[config.mk]
export PLATFORM = sky130hd
export DESIGN_NAME = ga_bus_master_flat
export DESIGN_NICKNAME = d
export VERILOG_FILES = /design/src/rtl/ga_bus_master_if.sv /design/src/rtl/ga_bus_master.sv /design/src/flat_wrapper.sv
export SDC_FILE = /design/constraint.sdc
export NUM_CORES = 1
export LEC_CHECK = 0
export CAP_MARGIN = 20
export CORE_MARGIN = 2
export CORE_UTILIZATION = 25
export DETAILED_ROUTE_END_ITERATION = 10
export SYNTH_ARGS = -nofsm -noshare
export SYNTH_HDL_FRONTEND = slang
export SYNTH_SLANG_ARGS = --single-unit
[constraint.sdc]
create_clock -name clk -period 2.3 [get_ports clk]
set_clock_uncertainty 0.15 [all_clocks]
set_input_delay 0.46 -clock clk [delete_from_list [all_inputs] [get_ports clk]]
set_output_delay 0.46 -clock clk [all_outputs]
set_load 0.05 [all_outputs]
[src/rtl/ga_bus_master_if.sv]
// Host request channel plus gate-array parallel bus, seen from the bus master.
// Signal suffixes follow the master's point of view.
interface ga_bus_master_if #(
  parameter int ADDR_W = 3,
  parameter int DATA_W = 8
);
  // host request / completion
  logic              req_i;
  logic              we_i;
  logic [ADDR_W-1:0] addr_i;
  logic [DATA_W-1:0] wdata_i;
  logic              busy_o;
  logic              ack_o;
  logic [DATA_W-1:0] rdata_o;
  // gate-array bus
  logic [ADDR_W-1:0] a_o;
  logic [DATA_W-1:0] d_out_o;
  logic              d_oe_o;
  logic [DATA_W-1:0] d_in_i;
  logic              ncs_o;
  logic              nwr_o;
  logic              nrd_o;

  modport master (
    input  req_i, we_i, addr_i, wdata_i, d_in_i,
    output busy_o, ack_o, rdata_o, a_o, d_out_o, d_oe_o, ncs_o, nwr_o, nrd_o
  );

  modport slave (
    output req_i, we_i, addr_i, wdata_i, d_in_i,
    input  busy_o, ack_o, rdata_o, a_o, d_out_o, d_oe_o, ncs_o, nwr_o, nrd_o
  );
endinterface

[src/rtl/ga_bus_master.sv]
// Bus initiator for the sound gate array: turns single-cycle requests into
// registered nCS/nWR/nRD cycles with configurable setup, pulse and hold lengths.
module ga_bus_master #(
  parameter int ADDR_W    = 3,
  parameter int DATA_W    = 8,
  parameter int SETUP_CYC = 1,
  parameter int PULSE_CYC = 2,
  parameter int HOLD_CYC  = 1
) (
  input  logic clk,
  input  logic rst,
  ga_bus_master_if.master bus
);

  if (SETUP_CYC < 1) begin : g_bad_setup
    $error("ga_bus_master: SETUP_CYC must be >= 1");
  end
  if (PULSE_CYC < 1) begin : g_bad_pulse
    $error("ga_bus_master: PULSE_CYC must be >= 1");
  end
  if (HOLD_CYC < 1) begin : g_bad_hold
    $error("ga_bus_master: HOLD_CYC must be >= 1");
  end

  localparam int MAX_SP  = (SETUP_CYC > PULSE_CYC) ? SETUP_CYC : PULSE_CYC;
  localparam int MAX_CYC = (MAX_SP > HOLD_CYC) ? MAX_SP : HOLD_CYC;
  localparam int CNT_W   = (MAX_CYC > 1) ? $clog2(MAX_CYC) : 1;

  // The phase counter is loaded with N-1 on entry and the phase ends when it reads zero.
  localparam logic [CNT_W-1:0] SETUP_LD = CNT_W'(SETUP_CYC - 1);
  localparam logic [CNT_W-1:0] PULSE_LD = CNT_W'(PULSE_CYC - 1);
  localparam logic [CNT_W-1:0] HOLD_LD  = CNT_W'(HOLD_CYC - 1);

  typedef enum logic [1:0] {
    IDLE,
    SETUP,
    STROBE,
    HOLD
  } state_e;

  state_e            state_q;
  logic [CNT_W-1:0]  cnt_q;
  logic              we_q;
  logic [ADDR_W-1:0] a_q;
  logic [DATA_W-1:0] d_out_q;
  logic              d_oe_q;
  logic [DATA_W-1:0] rdata_q;
  logic              ncs_q;
  logic              nwr_q;
  logic              nrd_q;
  logic              ack_q;
  logic              busy_q;

  // NOTE: every state element, datapath included, sits on the async reset so
  // an aborted cycle leaves the bus idle at once; all updates use <= so each
  // branch sees the pre-edge values of every register.
  always_ff @(posedge clk or posedge rst) begin
    if (rst) begin
      state_q <= IDLE;
      cnt_q   <= '0;
      we_q    <= 1'b0;
      a_q     <= '0;
      d_out_q <= '0;
      d_oe_q  <= 1'b0;
      rdata_q <= '0;
      ncs_q   <= 1'b1;
      nwr_q   <= 1'b1;
      nrd_q   <= 1'b1;
      ack_q   <= 1'b0;
      busy_q  <= 1'b0;
    end else begin
      ack_q <= 1'b0;
      unique case (state_q)
        IDLE: begin
          if (bus.req_i) begin
            state_q <= SETUP;
            cnt_q   <= SETUP_LD;
            we_q    <= bus.we_i;
            a_q     <= bus.addr_i;
            ncs_q   <= 1'b0;
            busy_q  <= 1'b1;
            if (bus.we_i) begin
              d_out_q <= bus.wdata_i;
              d_oe_q  <= 1'b1;
            end
          end
        end

        SETUP: begin
          if (cnt_q == '0) begin
            state_q <= STROBE;
            cnt_q   <= PULSE_LD;
            nwr_q   <= ~we_q;
            nrd_q   <= we_q;
          end else begin
            cnt_q <= cnt_q - 1'b1;
          end
        end

        STROBE: begin
          if (cnt_q == '0) begin
            state_q <= HOLD;
            cnt_q   <= HOLD_LD;
            nwr_q   <= 1'b1;
            nrd_q   <= 1'b1;
            // nRD is still low at this edge, so the readback is stable
            if (!we_q) rdata_q <= bus.d_in_i;
          end else begin
            cnt_q <= cnt_q - 1'b1;
          end
        end

        HOLD: begin
          if (cnt_q == '0) begin
            state_q <= IDLE;
            ncs_q   <= 1'b1;
            d_oe_q  <= 1'b0;
            ack_q   <= 1'b1;
            busy_q  <= 1'b0;
          end else begin
            cnt_q <= cnt_q - 1'b1;
          end
        end

        default: state_q <= IDLE;
      endcase
    end
  end

  assign bus.busy_o  = busy_q;
  assign bus.ack_o   = ack_q;
  assign bus.rdata_o = rdata_q;
  assign bus.a_o     = a_q;
  assign bus.d_out_o = d_out_q;
  assign bus.d_oe_o  = d_oe_q;
  assign bus.ncs_o   = ncs_q;
  assign bus.nwr_o   = nwr_q;
  assign bus.nrd_o   = nrd_q;

endmodule

[src/flat_wrapper.sv]
// flat-port wrapper written by rule: the top's interface ports become plain ports
module ga_bus_master_flat 
#(
  parameter int ADDR_W    = 3,
  parameter int DATA_W    = 8,
  parameter int SETUP_CYC = 1,
  parameter int PULSE_CYC = 2,
  parameter int HOLD_CYC  = 1
)
  (clk, rst, bus_req_i, bus_we_i, bus_addr_i, bus_wdata_i, bus_d_in_i, bus_busy_o, bus_ack_o, bus_rdata_o, bus_a_o, bus_d_out_o, bus_d_oe_o, bus_ncs_o, bus_nwr_o, bus_nrd_o);
  ga_bus_master_if #(.ADDR_W(ADDR_W), .DATA_W(DATA_W)) bus_i ();
  input  logic clk;
  input  logic rst;
  input wire logic [$bits(bus_i.req_i)-1:0] bus_req_i;
  input wire logic [$bits(bus_i.we_i)-1:0] bus_we_i;
  input wire logic [$bits(bus_i.addr_i)-1:0] bus_addr_i;
  input wire logic [$bits(bus_i.wdata_i)-1:0] bus_wdata_i;
  input wire logic [$bits(bus_i.d_in_i)-1:0] bus_d_in_i;
  output wire logic [$bits(bus_i.busy_o)-1:0] bus_busy_o;
  output wire logic [$bits(bus_i.ack_o)-1:0] bus_ack_o;
  output wire logic [$bits(bus_i.rdata_o)-1:0] bus_rdata_o;
  output wire logic [$bits(bus_i.a_o)-1:0] bus_a_o;
  output wire logic [$bits(bus_i.d_out_o)-1:0] bus_d_out_o;
  output wire logic [$bits(bus_i.d_oe_o)-1:0] bus_d_oe_o;
  output wire logic [$bits(bus_i.ncs_o)-1:0] bus_ncs_o;
  output wire logic [$bits(bus_i.nwr_o)-1:0] bus_nwr_o;
  output wire logic [$bits(bus_i.nrd_o)-1:0] bus_nrd_o;
  assign bus_i.req_i = bus_req_i;
  assign bus_i.we_i = bus_we_i;
  assign bus_i.addr_i = bus_addr_i;
  assign bus_i.wdata_i = bus_wdata_i;
  assign bus_i.d_in_i = bus_d_in_i;
  assign bus_busy_o = bus_i.busy_o;
  assign bus_ack_o = bus_i.ack_o;
  assign bus_rdata_o = bus_i.rdata_o;
  assign bus_a_o = bus_i.a_o;
  assign bus_d_out_o = bus_i.d_out_o;
  assign bus_d_oe_o = bus_i.d_oe_o;
  assign bus_ncs_o = bus_i.ncs_o;
  assign bus_nwr_o = bus_i.nwr_o;
  assign bus_nrd_o = bus_i.nrd_o;
  ga_bus_master #(.ADDR_W(ADDR_W), .DATA_W(DATA_W), .SETUP_CYC(SETUP_CYC), .PULSE_CYC(PULSE_CYC), .HOLD_CYC(HOLD_CYC)) u_core (.clk(clk), .rst(rst), .bus(bus_i));
endmodule
==> results_dict.tcl <==
set metrics [dict create \
    status "finished clean" \
    fin_util_pct 39.45 \
    crit_path_max_incr_delay_ps 800 \
    grt_setup_unrepaired "no" \
    critPathKind "register to output port" \
    worstMarginPinSlew_ps 515.3 \
    place_ws_ps 372.7 \
    nets 175 \
    num_rows 25 \
    gp_congestion 0.6744 \
    die_w_um 74.36 \
    synth_top_family_by_area "multiplexers" \
    postCtsResizedCells 0 \
    cpMaxStageDelayCell "clkdlybuf4s50_1" \
    antenna_cells 0 \
    grt_start_max_net_pins 30 \
    avgSynthCellArea_um2 13.45 \
    reg2reg_slack_ps 460 \
    synth-edff-count 0 \
    drc 0 \
    vias_per_cell 4.136 \
    start_kind "register" \
    syn_area_um2 1237 \
    synthArstFlopShare_pct 100.0 \
    worstHoldPathType "register to register" \
    place.port_buffers 47 \
    path_clk_slew_ps 60 \
    path_delay_family "buffers and inverters" \
    placed_area_um2 1789 \
    cp_cell_sequence "clkdlybuf4s50_1" \
    overflow 0 \
    syn_nets 121 \
    synth.area.top_cells "dfrtp_1 53%, mux2_2 17%, dfstp_2 6.4%" \
    fmax_ghz 0.4517 \
    yosysWarnings 0 \
    setup_viol 0 \
    hold_viol_final 0 \
    wl_per_cell_um 11.90 \
    dieArea_um2 5529 \
    final.min_clock_period_ps 2214 \
    hpwl_um 1869 \
    setup_tns_ps 0 \
    critPathMaxFanout 3 \
    yosysSeqAreaShare_pct 58.95 \
    post_cts_buffers 0 \
    timing.final.crit_share_pct 96.25 \
    grt_antenna_before_repair 0 \
    max_cap_viol_count 0 \
    cts_tree "built" \
    drt-total-wl_um 2535 \
    drive_gt1_share_pct 23.29 \
    yosys.area_share.simple_pct 6.370 \
    clk_path_buf_depth 2 \
    cts_max_level 2 \
    synthDominantAreaCellType "dfrtp_1" \
    cts_buffers 5 \
    cts_root_buffer "clkbuf_8" \
    ios 48 \
    synth_adder_area_share_pct 6.067 \
    core_area_um2 4755 \
    ys_types 21 \
    multi_input_area_um2 484.2 \
    ctsHoldBuffers 0 \
    dr_total_vias 881 \
    synthXorXnorAreaFrac_pct 0 \
    cts_sinks 29 \
    drt_iter0_markers 26 \
    synth_cells 92 \
    firstDrtPassIters 4 \
    final_area_um2 1876 \
    setup_slack_ps 86.19 \
    cp_data_arrival_time_ps 1600 \
    initial_core_util_pct 26.03 \
    fillers 470 \
    register_area_um2 729.5 \
    final_max_slew_viol_count 0 \
    synth-main-ff-cell "dfrtp_1" \
    grt_pass1_vias 875 \
    synth_commonest_cells "26 x dfrtp_1, 19 x mux2_2, 7 x a21oi_1" \
    final_antenna_net_count 0 \
    crit_buf_inv 1 \
    worstPathRequired_ps 1690 \
    clk-insertion-delay-late_ps 270 \
    syn2layout_area_growth_pct 51.57 \
    relSlewSlack_pct 65.28 \
    synth_top_cell_area_share_pct 52.58 \
    die_h_um 74.36 \
    synth_compound_area_share_pct 9.403 \
    synth-seq-cells 29 \
    grt.total_usage_pct 10.22 \
    grt_pass1_wl_um 4029 \
    synthMuxAreaShare_pct 17.29 \
    synth.most_common_cell "dfrtp_1" \
    end_kind "output port" \
]
## cell type report
class                      instances  share of cell area, %
tap                               67                  4.470
inverter                           5                  1.001
clock buffer                       7                  4.603
multi-input combinational         57                  25.82
sequential                        29                  38.89
timing repair buffer              48                  25.22
## state kept, by name, summed over array words and instances, names as in the netlist
| register | cells |
|---|---|
| u_core.state_q | 2 |
| u_core.bus.rdata_o | 8 |
| u_core.cnt_q | 1 |
| u_core.bus.d_oe_o | 1 |
| u_core.bus.nwr_o | 1 |
| u_core.bus.d_out_o | 8 |
| u_core.we_q | 1 |
| u_core.bus.ncs_o | 1 |
| u_core.bus.nrd_o | 1 |
| u_core.bus.ack_o | 1 |
| u_core.bus.busy_o | 1 |
| u_core.bus.a_o | 3 |
## kinds of logic (layout without fill, tap and decap cells)
logic type / count (synthesis) / count (layout)
flip-flops: 29 / 29
AO/OA/AOI/OAI: 19 / 19
multiplexers: 19 / 19
AND/OR/NAND/NOR: 13 / 13
adder cells (fa/ha/maj): 6 / 6
buffers and inverters: 6 / 60
## layout by cell type, fill, tap and decap left out
master / count
clkdlybuf4s50_1: 45
dfrtp_1: 26
mux2_2: 19
a21oi_1: 7
ha_1: 6
clkbuf_8: 6
nand2_1: 5
inv_1: 5
o21ai_0: 4
nor2_1: 3
a31oi_1: 3
buf_4: 3
dfstp_2: 3
nand2b_1: 1
o31ai_1: 1
a41o_1: 1
nor3b_4: 1
nand3_2: 1
nand3_1: 1
and2b_2: 1
o2bb2ai_1: 1
a41oi_1: 1
a21boi_0: 1
clkbuf_1: 1
## metrics by stage
step,hold WS [ps],instances
3_5_place_dp,343.8,206
2_1_floorplan,374.1,92
3_3_place_gp,337.2,206
5_1_grt,376.3,213
6_report,352.6,213
4_1_cts,358.8,213
## final timing paths
check	depth (start not counted)	endpoint	from
worst min register to register	1	u_core.bus.a_o[0]	u_core.bus.a_o[0]
worst max-delay path	1	bus_ncs_o	u_core.bus.ncs_o
worst max register to register	4	u_core.bus.rdata_o[1]	u_core.state_q[0]
worst min-delay path	1	u_core.bus.a_o[0]	u_core.bus.a_o[0]
max in group asynchronous	3	u_core.bus.nwr_o	rst
min in group asynchronous	3	u_core.bus.busy_o	rst
## routing by layer
metal / track usage (%) / share of wire [%] / up-vias
li1: - / - / 428
met1: 11.40 / 43 / 417
met2: 16.37 / 49 / 34
met3: 4.743 / 7.3 / 2
met4: 5.357 / 1.3 / 0
met5: 0 / 0 / -
Power is left out: the tool's default activity adds up to more than one toggle a clock period on the data nets, which glitch-free logic cannot reach.
